## src/rtl/sampler_buffer_drain.sv

```systemverilog
// sampler_buffer_drain
//
// Reader side of the lease sampler's reuse-interval buffer. When the buffer
// fills, or when the host asks for an end-of-run flush, this block walks the
// buffer records 0..used-1. It reads the interval, PC, trace and target words
// of each record and streams them as 32-bit words toward the host comm path.
// It then clears the sampler buffer so that sampling can resume.
//
// Ports
//   clock_i         single clock
//   resetn_i        synchronous, active-low reset
//   full_flag_i     sampler buffer full
//   flush_i         one-cycle end-of-run flush request
//   used_i          number of valid records in the buffer
//   ref_interval_i  buffer read data: reuse interval
//   ref_address_i   buffer read data: PC
//   ref_trace_i     buffer read data: 64-bit trace
//   ref_target_i    buffer read data: target
//   add_o           buffer read address (comm[16:4])
//   clear_o         one-cycle buffer clear (comm[23])
//   dump_o          one-cycle table-writeout request (comm[22])
//   data_o          stream word
//   valid_o         stream valid
//   ready_i         stream ready
//   last_o          final word of the drain
//   busy_o          drain in progress
//   done_o          one-cycle pulse when the drain completes
//
// Optional feature: define SAMPLER_DRAIN_CHECKSUM_EN to append one extra word
// after the final record. That word is the XOR of every transferred word, and
// last_o is asserted on it.

module sampler_buffer_drain #(
  parameter int BW_ADDR      = 13,
  parameter int READ_LATENCY = 2,
  parameter int DUMP_CYCLES  = 130
) (
  input  logic               clock_i,
  input  logic               resetn_i,
  input  logic               full_flag_i,
  input  logic               flush_i,
  input  logic [31:0]        used_i,
  input  logic [31:0]        ref_interval_i,
  input  logic [31:0]        ref_address_i,
  input  logic [63:0]        ref_trace_i,
  input  logic [31:0]        ref_target_i,
  output logic [BW_ADDR-1:0] add_o,
  output logic               clear_o,
  output logic               dump_o,
  output logic [31:0]        data_o,
  output logic               valid_o,
  input  logic               ready_i,
  output logic               last_o,
  output logic               busy_o,
  output logic               done_o
);

  localparam int LAT_W = (READ_LATENCY > 1) ? $clog2(READ_LATENCY) : 1;
  localparam int DMP_W = (DUMP_CYCLES > 1) ? $clog2(DUMP_CYCLES) : 1;
  localparam logic [31:0]      MAX_REC  = 32'd1 << BW_ADDR;
  localparam logic [LAT_W-1:0] LAT_LAST = LAT_W'(READ_LATENCY - 1);
  localparam logic [LAT_W-1:0] LAT_ONE  = LAT_W'(1);
  localparam logic [DMP_W-1:0] DMP_LAST = DMP_W'(DUMP_CYCLES - 1);
  localparam logic [DMP_W-1:0] DMP_ONE  = DMP_W'(1);
  localparam logic [BW_ADDR:0] REC_ONE  = (BW_ADDR + 1)'(1);

  typedef enum logic [2:0] {
    S_IDLE, S_DUMP_WAIT, S_SET_ADDR, S_WAIT_READ, S_SEND, S_CKSUM, S_CLEAR
  } state_t;

  // The state that follows the final record. With the checksum enabled, one
  // extra word is sent before the clear.
`ifdef SAMPLER_DRAIN_CHECKSUM_EN
  localparam state_t END_STATE = S_CKSUM;
`else
  localparam state_t END_STATE = S_CLEAR;
`endif

  state_t           state_q, state_d;
  logic [BW_ADDR:0] nRec_q, nRec_d;
  logic [BW_ADDR:0] recIdx_q, recIdx_d;
  logic [BW_ADDR:0] recNext;
  logic [2:0]       wordIdx_q, wordIdx_d;
  logic [LAT_W-1:0] latCnt_q, latCnt_d;
  logic [DMP_W-1:0] dumpCnt_q, dumpCnt_d;
  logic             flushPend_q, flushPend_d;
  logic             armed_q, armed_d;
  logic [31:0]      recInterval_q, recInterval_d;
  logic [31:0]      recAddress_q, recAddress_d;
  logic [63:0]      recTrace_q, recTrace_d;
  logic [31:0]      recTarget_q, recTarget_d;
  logic [31:0]      sendWord;
`ifdef SAMPLER_DRAIN_CHECKSUM_EN
  logic [31:0]      csum_q, csum_d;
`endif

  // A full buffer holds exactly 2^BW_ADDR records. The record count needs one
  // bit more than the address, so that the top address is read as well.
  function automatic logic [BW_ADDR:0] satUsed(input logic [31:0] used);
    logic [BW_ADDR:0] r;
    if (used > MAX_REC) r = MAX_REC[BW_ADDR:0];
    else                r = used[BW_ADDR:0];
    return r;
  endfunction

  assign recNext = recIdx_q + REC_ONE;

  always_comb begin
    case (wordIdx_q)
      3'd0:    sendWord = recInterval_q;
      3'd1:    sendWord = recAddress_q;
      3'd2:    sendWord = recTrace_q[31:0];
      3'd3:    sendWord = recTrace_q[63:32];
      default: sendWord = recTarget_q;
    endcase
  end

  always_comb begin
    state_d       = state_q;
    nRec_d        = nRec_q;
    recIdx_d      = recIdx_q;
    wordIdx_d     = wordIdx_q;
    latCnt_d      = latCnt_q;
    dumpCnt_d     = dumpCnt_q;
    flushPend_d   = flushPend_q;
    armed_d       = armed_q;
    recInterval_d = recInterval_q;
    recAddress_d  = recAddress_q;
    recTrace_d    = recTrace_q;
    recTarget_d   = recTarget_q;
`ifdef SAMPLER_DRAIN_CHECKSUM_EN
    csum_d        = csum_q;
`endif

    // Re-trigger guard: full_flag_i must be seen low once after a clear
    // before it can start another drain.
    if (!full_flag_i) armed_d = 1'b1;
    if (flush_i && (state_q != S_IDLE)) flushPend_d = 1'b1;

    case (state_q)
      S_IDLE: begin
        if (full_flag_i && armed_q) begin
          nRec_d      = satUsed(used_i);
          recIdx_d    = '0;
          flushPend_d = flush_i;
`ifdef SAMPLER_DRAIN_CHECKSUM_EN
          csum_d      = '0;
`endif
          state_d     = S_SET_ADDR;
        end else if (flush_i) begin
          dumpCnt_d = '0;
          state_d   = S_DUMP_WAIT;
        end
      end
      S_DUMP_WAIT: begin
        if (dumpCnt_q == DMP_LAST) begin
          nRec_d   = satUsed(used_i);
          recIdx_d = '0;
`ifdef SAMPLER_DRAIN_CHECKSUM_EN
          csum_d   = '0;
`endif
          state_d  = S_SET_ADDR;
        end else begin
          dumpCnt_d = dumpCnt_q + DMP_ONE;
        end
      end
      S_SET_ADDR: begin
        if (nRec_q == '0) begin
          state_d = END_STATE;
        end else begin
          latCnt_d = '0;
          state_d  = S_WAIT_READ;
        end
      end
      S_WAIT_READ: begin
        if (latCnt_q == LAT_LAST) begin
          recInterval_d = ref_interval_i;
          recAddress_d  = ref_address_i;
          recTrace_d    = ref_trace_i;
          recTarget_d   = ref_target_i;
          wordIdx_d     = '0;
          state_d       = S_SEND;
        end else begin
          latCnt_d = latCnt_q + LAT_ONE;
        end
      end
      S_SEND: begin
        if (ready_i) begin
`ifdef SAMPLER_DRAIN_CHECKSUM_EN
          csum_d = csum_q ^ sendWord;
`endif
          if (wordIdx_q == 3'd4) begin
            recIdx_d = recNext;
            state_d  = (recNext == nRec_q) ? END_STATE : S_SET_ADDR;
          end else begin
            wordIdx_d = wordIdx_q + 3'd1;
          end
        end
      end
      S_CKSUM: begin
        if (ready_i) state_d = S_CLEAR;
      end
      S_CLEAR: begin
        armed_d = 1'b0;
        if (flushPend_q || flush_i) begin
          flushPend_d = 1'b0;
          dumpCnt_d   = '0;
          state_d     = S_DUMP_WAIT;
        end else begin
          state_d = S_IDLE;
        end
      end
      default: state_d = S_IDLE;
    endcase
  end

  always_ff @(posedge clock_i) begin
    if (!resetn_i) begin
      state_q       <= S_IDLE;
      nRec_q        <= '0;
      recIdx_q      <= '0;
      wordIdx_q     <= '0;
      latCnt_q      <= '0;
      dumpCnt_q     <= '0;
      flushPend_q   <= 1'b0;
      armed_q       <= 1'b1;
      recInterval_q <= '0;
      recAddress_q  <= '0;
      recTrace_q    <= '0;
      recTarget_q   <= '0;
`ifdef SAMPLER_DRAIN_CHECKSUM_EN
      csum_q        <= '0;
`endif
    end else begin
      state_q       <= state_d;
      nRec_q        <= nRec_d;
      recIdx_q      <= recIdx_d;
      wordIdx_q     <= wordIdx_d;
      latCnt_q      <= latCnt_d;
      dumpCnt_q     <= dumpCnt_d;
      flushPend_q   <= flushPend_d;
      armed_q       <= armed_d;
      recInterval_q <= recInterval_d;
      recAddress_q  <= recAddress_d;
      recTrace_q    <= recTrace_d;
      recTarget_q   <= recTarget_d;
`ifdef SAMPLER_DRAIN_CHECKSUM_EN
      csum_q        <= csum_d;
`endif
    end
  end

  // The read address is held from address setup until the record's last word
  // has left, and it returns to 0 everywhere else.
  assign add_o   = ((state_q == S_SET_ADDR) || (state_q == S_WAIT_READ) ||
                    (state_q == S_SEND)) ? recIdx_q[BW_ADDR-1:0] : '0;
  assign busy_o  = (state_q != S_IDLE);
  assign valid_o = (state_q == S_SEND) || (state_q == S_CKSUM);
  assign clear_o = (state_q == S_CLEAR);
  assign done_o  = (state_q == S_CLEAR);
  assign dump_o  = (state_q == S_DUMP_WAIT) && (dumpCnt_q == '0);

  always_comb begin
    data_o = '0;
    if (state_q == S_SEND) data_o = sendWord;
`ifdef SAMPLER_DRAIN_CHECKSUM_EN
    if (state_q == S_CKSUM) data_o = csum_q;
`endif
  end

`ifdef SAMPLER_DRAIN_CHECKSUM_EN
  assign last_o = (state_q == S_CKSUM);
`else
  assign last_o = (state_q == S_SEND) && (wordIdx_q == 3'd4) && (recNext == nRec_q);
`endif

endmodule

```

## config.mk

```make
export PLATFORM = sky130hd
export DESIGN_NAME = sampler_buffer_drain
export DESIGN_NICKNAME = d
export VERILOG_FILES = /design/src/rtl/sampler_buffer_drain.sv
export SDC_FILE = /design/constraint.sdc
export NUM_CORES = 1
export LEC_CHECK = 0
export CORE_MARGIN = 5
export CORE_UTILIZATION = 44
export DETAILED_ROUTE_END_ITERATION = 8
export PLACE_DENSITY = 0.84
export REMOVE_ABC_BUFFERS = 1
export SLEW_MARGIN = 15
export SYNTH_ARGS = -nofsm -noshare
export SYNTH_HDL_FRONTEND = slang
export SYNTH_SLANG_ARGS = --single-unit
```

## constraint.sdc

```tcl
create_clock -name clock_i -period 2.3 [get_ports clock_i]
set_input_delay 0.345 -clock clock_i [delete_from_list [all_inputs] [get_ports clock_i]]
set_output_delay 0.345 -clock clock_i [all_outputs]
set_load 0.005 [all_outputs]
```

After elaboration in Yosys (flattened, before gate mapping)
Cells that the tools add are included.
{"block": "totals", "elab_cells": 110, "ff_bits": 205, "output_inout_bits": 51, "inputBits": 197}
{"block": "op_classes", "muxes": 41, "n_eq_ne": 26, "n_lt_le_gt_ge": 1, "addsub": 4, "reduce_logical": 26}
{"cell": "$pmux 32 s4", "count": 1}
{"cell": "$mux 14", "count": 7}
{"cell": "$pmux 14 s3", "count": 1}
{"cell": "$mux 3", "count": 12}
{"cell": "$gt 32x14->1 const B", "count": 1}
{"cell": "$mux 32", "count": 1}
{"cell": "$mux 8", "count": 4}
{"cell": "$pmux 14 s2", "count": 1}
{"cell": "$pmux 8 s3", "count": 1}
{"cell": "$ne 2x2->1 const B", "count": 11}
{"cell": "$pmux 3 s7", "count": 1}
{"cell": "$add 14x1->14 const B", "count": 1}
{"cell": "$eq 14x14->1", "count": 1}
{"cell": "$logic_not 14->1", "count": 1}
{"cell": "$mux 13", "count": 1}
{"cell": "$eq 3x2->1 const B", "count": 4}
{"cell": "$eq 3x3->1 const B", "count": 4}
{"cell": "$reduce_and 5->1", "count": 2}
{"cell": "$reduce_bool 3->1", "count": 3}
{"cell": "$add 8x1->8 const B", "count": 1}
{"cell": "$eq 8x8->1 const B", "count": 1}
{"cell": "$logic_not 8->1", "count": 1}
{"cell": "$mux 1", "count": 8}
{"cell": "$eq 3x1->1 const B", "count": 2}
{"cell": "other kinds (14)", "count": 27}

Longest topological paths before layout
{"block": "logic_depth", "word_depth": 6, "depth_mapped": 9, "mapped_depth_nobuf": 8}

Least setup slack after synthesis
OpenSTA, ideal clock, no wires.
{"block": "synth_path", "path_kind": "register to output", "from": "register recIdx_q[0]", "to": "output port last_o", "path_buffers": 0, "t_arrival_ns": 1.972, "stages_incl_launch_ff": 8, "t_required_ns": 1.955, "setup_slack_ns": -0.017, "cell_sequence": "dfxtp_1 ha_1 nand3_1 or4_1 xnor2_1 nor3_1 o2111ai_1 nor2_1"}
{"block": "synth_via", "elab_chain_cells": 3}
{"item": "start: declaration", "line_no": "81", "rtl": "logic [BW_ADDR:0] recIdx_q, recIdx_d;"}
{"item": "start signal: assignment", "line_no": "237", "rtl": "recIdx_q <= recIdx_d;"}
{"item": "$add 14x1->14", "line_no": "106", "rtl": "assign recNext = recIdx_q + REC_ONE;"}
{"item": "$eq 14x14->1", "line_no": "274", "rtl": "assign last_o = (state_q == S_SEND) && (wordIdx_q == 3'd4) && (recNext == nRec_q);"}
{"item": "$logic_and 1x1->1", "line_no": "274"}
{"item": "end: declaration", "line_no": "53", "rtl": "output logic last_o,"}
Every way passes these cells.

Final worst setup path
{"block": "layout_path", "from": "register wordIdx_q[0]", "to": "output port data_o[22]"}
{"block": "layout_via", "elab_chain_cells": 3, "word_cells_on_any_way": 6, "cone_classes": "3 x eq/ne; 2 x mux; 1 x reduce/logical"}
{"item": "start: declaration", "line_no": "83", "rtl": "logic [2:0] wordIdx_q, wordIdx_d;"}
{"item": "start signal: assignment", "line_no": "238", "rtl": "wordIdx_q <= wordIdx_d;"}
{"item": "$eq 3x2->1 (tied with other cells)", "line_no": "109", "rtl": "case (wordIdx_q)"}
{"item": "$pmux 32 s4 (*)", "line_no": "109"}
{"item": "$mux 32 (*)", "line_no": "265", "rtl": "if (state_q == S_SEND) data_o = sendWord;"}
{"item": "end: declaration", "line_no": "50", "rtl": "output logic [31:0] data_o,"}
Mark *: on every way between the ends. The rest lies on a longest branch, timed or not.

==> flow_summary.ini <==
[grt]
grt_pass1_wl_mm = 47.2
grt_usage = 0.239
antenna_found_initial = 0
grt-ovfl-total = 0
grt_pass1_vias = 9426
grt_max_degree = 94

[route]
vias = 9826
first_pass_iters = 5
route.detailed.drc = 0
wl_mm = 31.5
wl_per_cell_um = 17.7
vias_per_cell = 5.51
initialDrtViolationCount = 766
postRouteAntennaNets = 0

[sta]
period_needed_ns = 2.68
slew_headroom = 0.671
timing.setup.tns_ns = -10.06
tightestPinTransition_ns = 0.491
fin_ws_ns = -0.384
hold_violations = 0
maxClockFrequency_ghz = 0.373
rsz0062_at_grt = yes
setup_viol = 33
maxSlewViolCount = 0
finClkSkew_ns = 0.0233
min_period_over_period = 1.17

[placed_design]
gp_congestion = 0.944
pre_cts_ws_ns = -0.372
port_buffers = 247
dp.final_hpwl_mm = 20.4

[floorplanning]
start_util = 0.449
core-area_um2 = 20400
pin_count = 248
die_h_um = 154
rows = 52
die_area_um2 = 23800
dieWidth_um = 154

[logic_synthesis]
synth_top_cell_by_area = dfxtp_1
syn_inst = 1209
ys.flop_type = dfxtp_1
synth_seq_cells = 205
yosysMostFrequentCell = nand2_1
yosysSeqAreaShare = 0.449
avgSynthCellArea_um2 = 7.56
synth_commonest_cells = nand2_1 (376), dfxtp_1 (205), a21oi_1 (178)
synth_edf_count = 0
synth.area.top_cells = dfxtp_1 (45%), nand2_1 (15%), a21oi_1 (9.7%)
async_reset_ff_frac = 0
synth.distinct_cells = 54
ys.warnings.count = 0
synth_top_cell_area_share = 0.449
netlist_area_um2 = 9140

[run_status]
violations = negative setup slack
status = finished with violations

[setup_path]
start_kind = flip-flop
crit_fanout = 5
cp-end-kind = output pin
required_ns = 1.96
worstSetupPathType = flip-flop to output pin
worstPathArrival_ns = 2.34

[clock_network]
cts_buffers = 23
cts-root-buf = clkbuf_16
clkLatencyLatePin_ns = 0.52
clkTransAtPathRegs_ns = 0.06
clk_path_buf_depth = 3
cts_hold_buf = 0
cts_max_level = 1
clock_sinks = 205
cts_tree = built

[finish]
drive_gt1_frac = 0.190
nets = 1705
area_growth_syn_to_layout_pct = 53.1
antenna-diode-count = 0
final_core_util = 0.687

[pwr]
finalPower_mw = 9.31
p_leak_nw = 5.13
p_per_area_nw_per_um2 = 666
vdd_drop_max_uv = 495

[job]
drv_cap = 0

[worst_hold_path]
min_path_type = primary input to flip-flop
==> worst paths after layout <==
| check | from | to | slack, ns | cells past startpoint |
|---|---|---|---|---|
| worst max-delay path | wordIdx_q[0] | data_o[22] | -0.38 | 10 |
| worst min-delay path | ref_trace_i[40] | recTrace_q[40] | 0.38 | 3 |
| worst max register to register | recIdx_q[0] | state_q[2] | 0.11 | 10 |
| worst min register to register | recAddress_q[25] | recAddress_q[25] | 0.45 | 2 |
==> through the flow <==
stage | area, um2 | hold WS (ns) | std cells
final | 14000 | 0.375 | 1782
after global routing | 14000 | 0.366 | 1782
after CTS | 13600 | 0.363 | 1778
after detailed placement | 12400 | 0.446 | 1717
after global placement | 12400 | 0.442 | 1717
after floorplan | 8760 | 0.421 | 1111
==> cell families after synthesis <==
| group | count (synthesis) | share of synthesized area |
|---|---|---|
| AO/OA/AOI/OAI | 330 | 0.219 |
| buffers and inverters | 108 | 0.0455 |
| XOR/XNOR | 26 | 0.0249 |
| AND/OR/NAND/NOR | 530 | 0.248 |
| flip-flops | 205 | 0.449 |
| adder cells (fa/ha/maj) | 9 | 0.0123 |
| multiplexers | 1 | 0.00123 |
==> layout make-up <==
class	count	area, um2
fill	1593	6380
multi-input combinational	896	5180
sequential	205	4130
timing repair buffer	363	3550
clock buffer	30	652
tap	270	338
clock inverter	8	93.8
inverter	10	45.0
==> repair_timing <==
item | CTS | global route
endpoints found under the setup margin | 47 | 51
pin swaps | 33 | 52
setup buffers | 24 | 9
resized for setup | 207 | 99
cloned | 2 | 1
==> state kept, by name, summed over array words and instances, names as in the netlist <==
| signal | count |
|---|---|
| flushPend_q | 1 |
| nRec_q | 14 |
| dumpCnt_q | 8 |
| recTarget_q | 32 |
| recTrace_q | 64 |
| state_q | 3 |
| recIdx_q | 14 |
| armed_q | 1 |
| wordIdx_q | 3 |
| recAddress_q | 32 |
| latCnt_q | 1 |
| recInterval_q | 32 |
==> power by group <==
| group | leakage, nW | total, mW | switching, mW | internal, mW |
|---|---|---|---|---|
| clock | 0.374 | 3.62 | 1.42 | 2.20 |
| sequential | 1.66 | 3.67 | 0.0577 | 3.61 |
| combinational | 3.10 | 2.02 | 1.04 | 0.973 |
==> layer usage <==
layer  up-vias  part of all wire  global-route usage  routed length [um]
met5         -                 0                   0                   0
met3        73             0.099              0.0753                3120
met1      4599              0.38               0.283               11900
li1       4740                 -                   -                   -
met2       414              0.49               0.408               15400
met4         0             0.035              0.0820                1110
==> layout by cell type (no fill, tap or decap), types with 10 or more instances in the layout <==
| cell type | count |
|---|---|
| nand2_1 | 346 |
| nor2_1 | 46 |
| xnor2_1 | 14 |
| a22oi_1 | 77 |
| buf_12 | 15 |
| a21oi_1 | 178 |
| clkbuf_16 | 24 |
| nand2_2 | 19 |
| nor3_1 | 12 |
| buf_2 | 33 |
| nand2_4 | 11 |
| a31oi_4 | 12 |
| buf_4 | 77 |
| buf_6 | 17 |
| o21ai_0 | 16 |
| a31oi_1 | 19 |
| nor4_1 | 11 |
| dfxtp_1 | 194 |
| nor2b_1 | 16 |
| nand4_1 | 10 |
| clkdlybuf4s50_1 | 200 |
| dlymetal6s2s_1 | 13 |
==> critical path, stage by stage, from the launching register on <==
cell	delay (ns)
dfxtp_4	0.35
buf_6	0.12
ha_4	0.14
nor2b_4	0.12
nor4_4	0.28
buf_6	0.16
buf_8	0.12
buf_12	0.14
nand2_1	0.08
a31oi_2	0.18
buf_2	0.15
No activity file was read; power rests on OpenSTA's default activity.
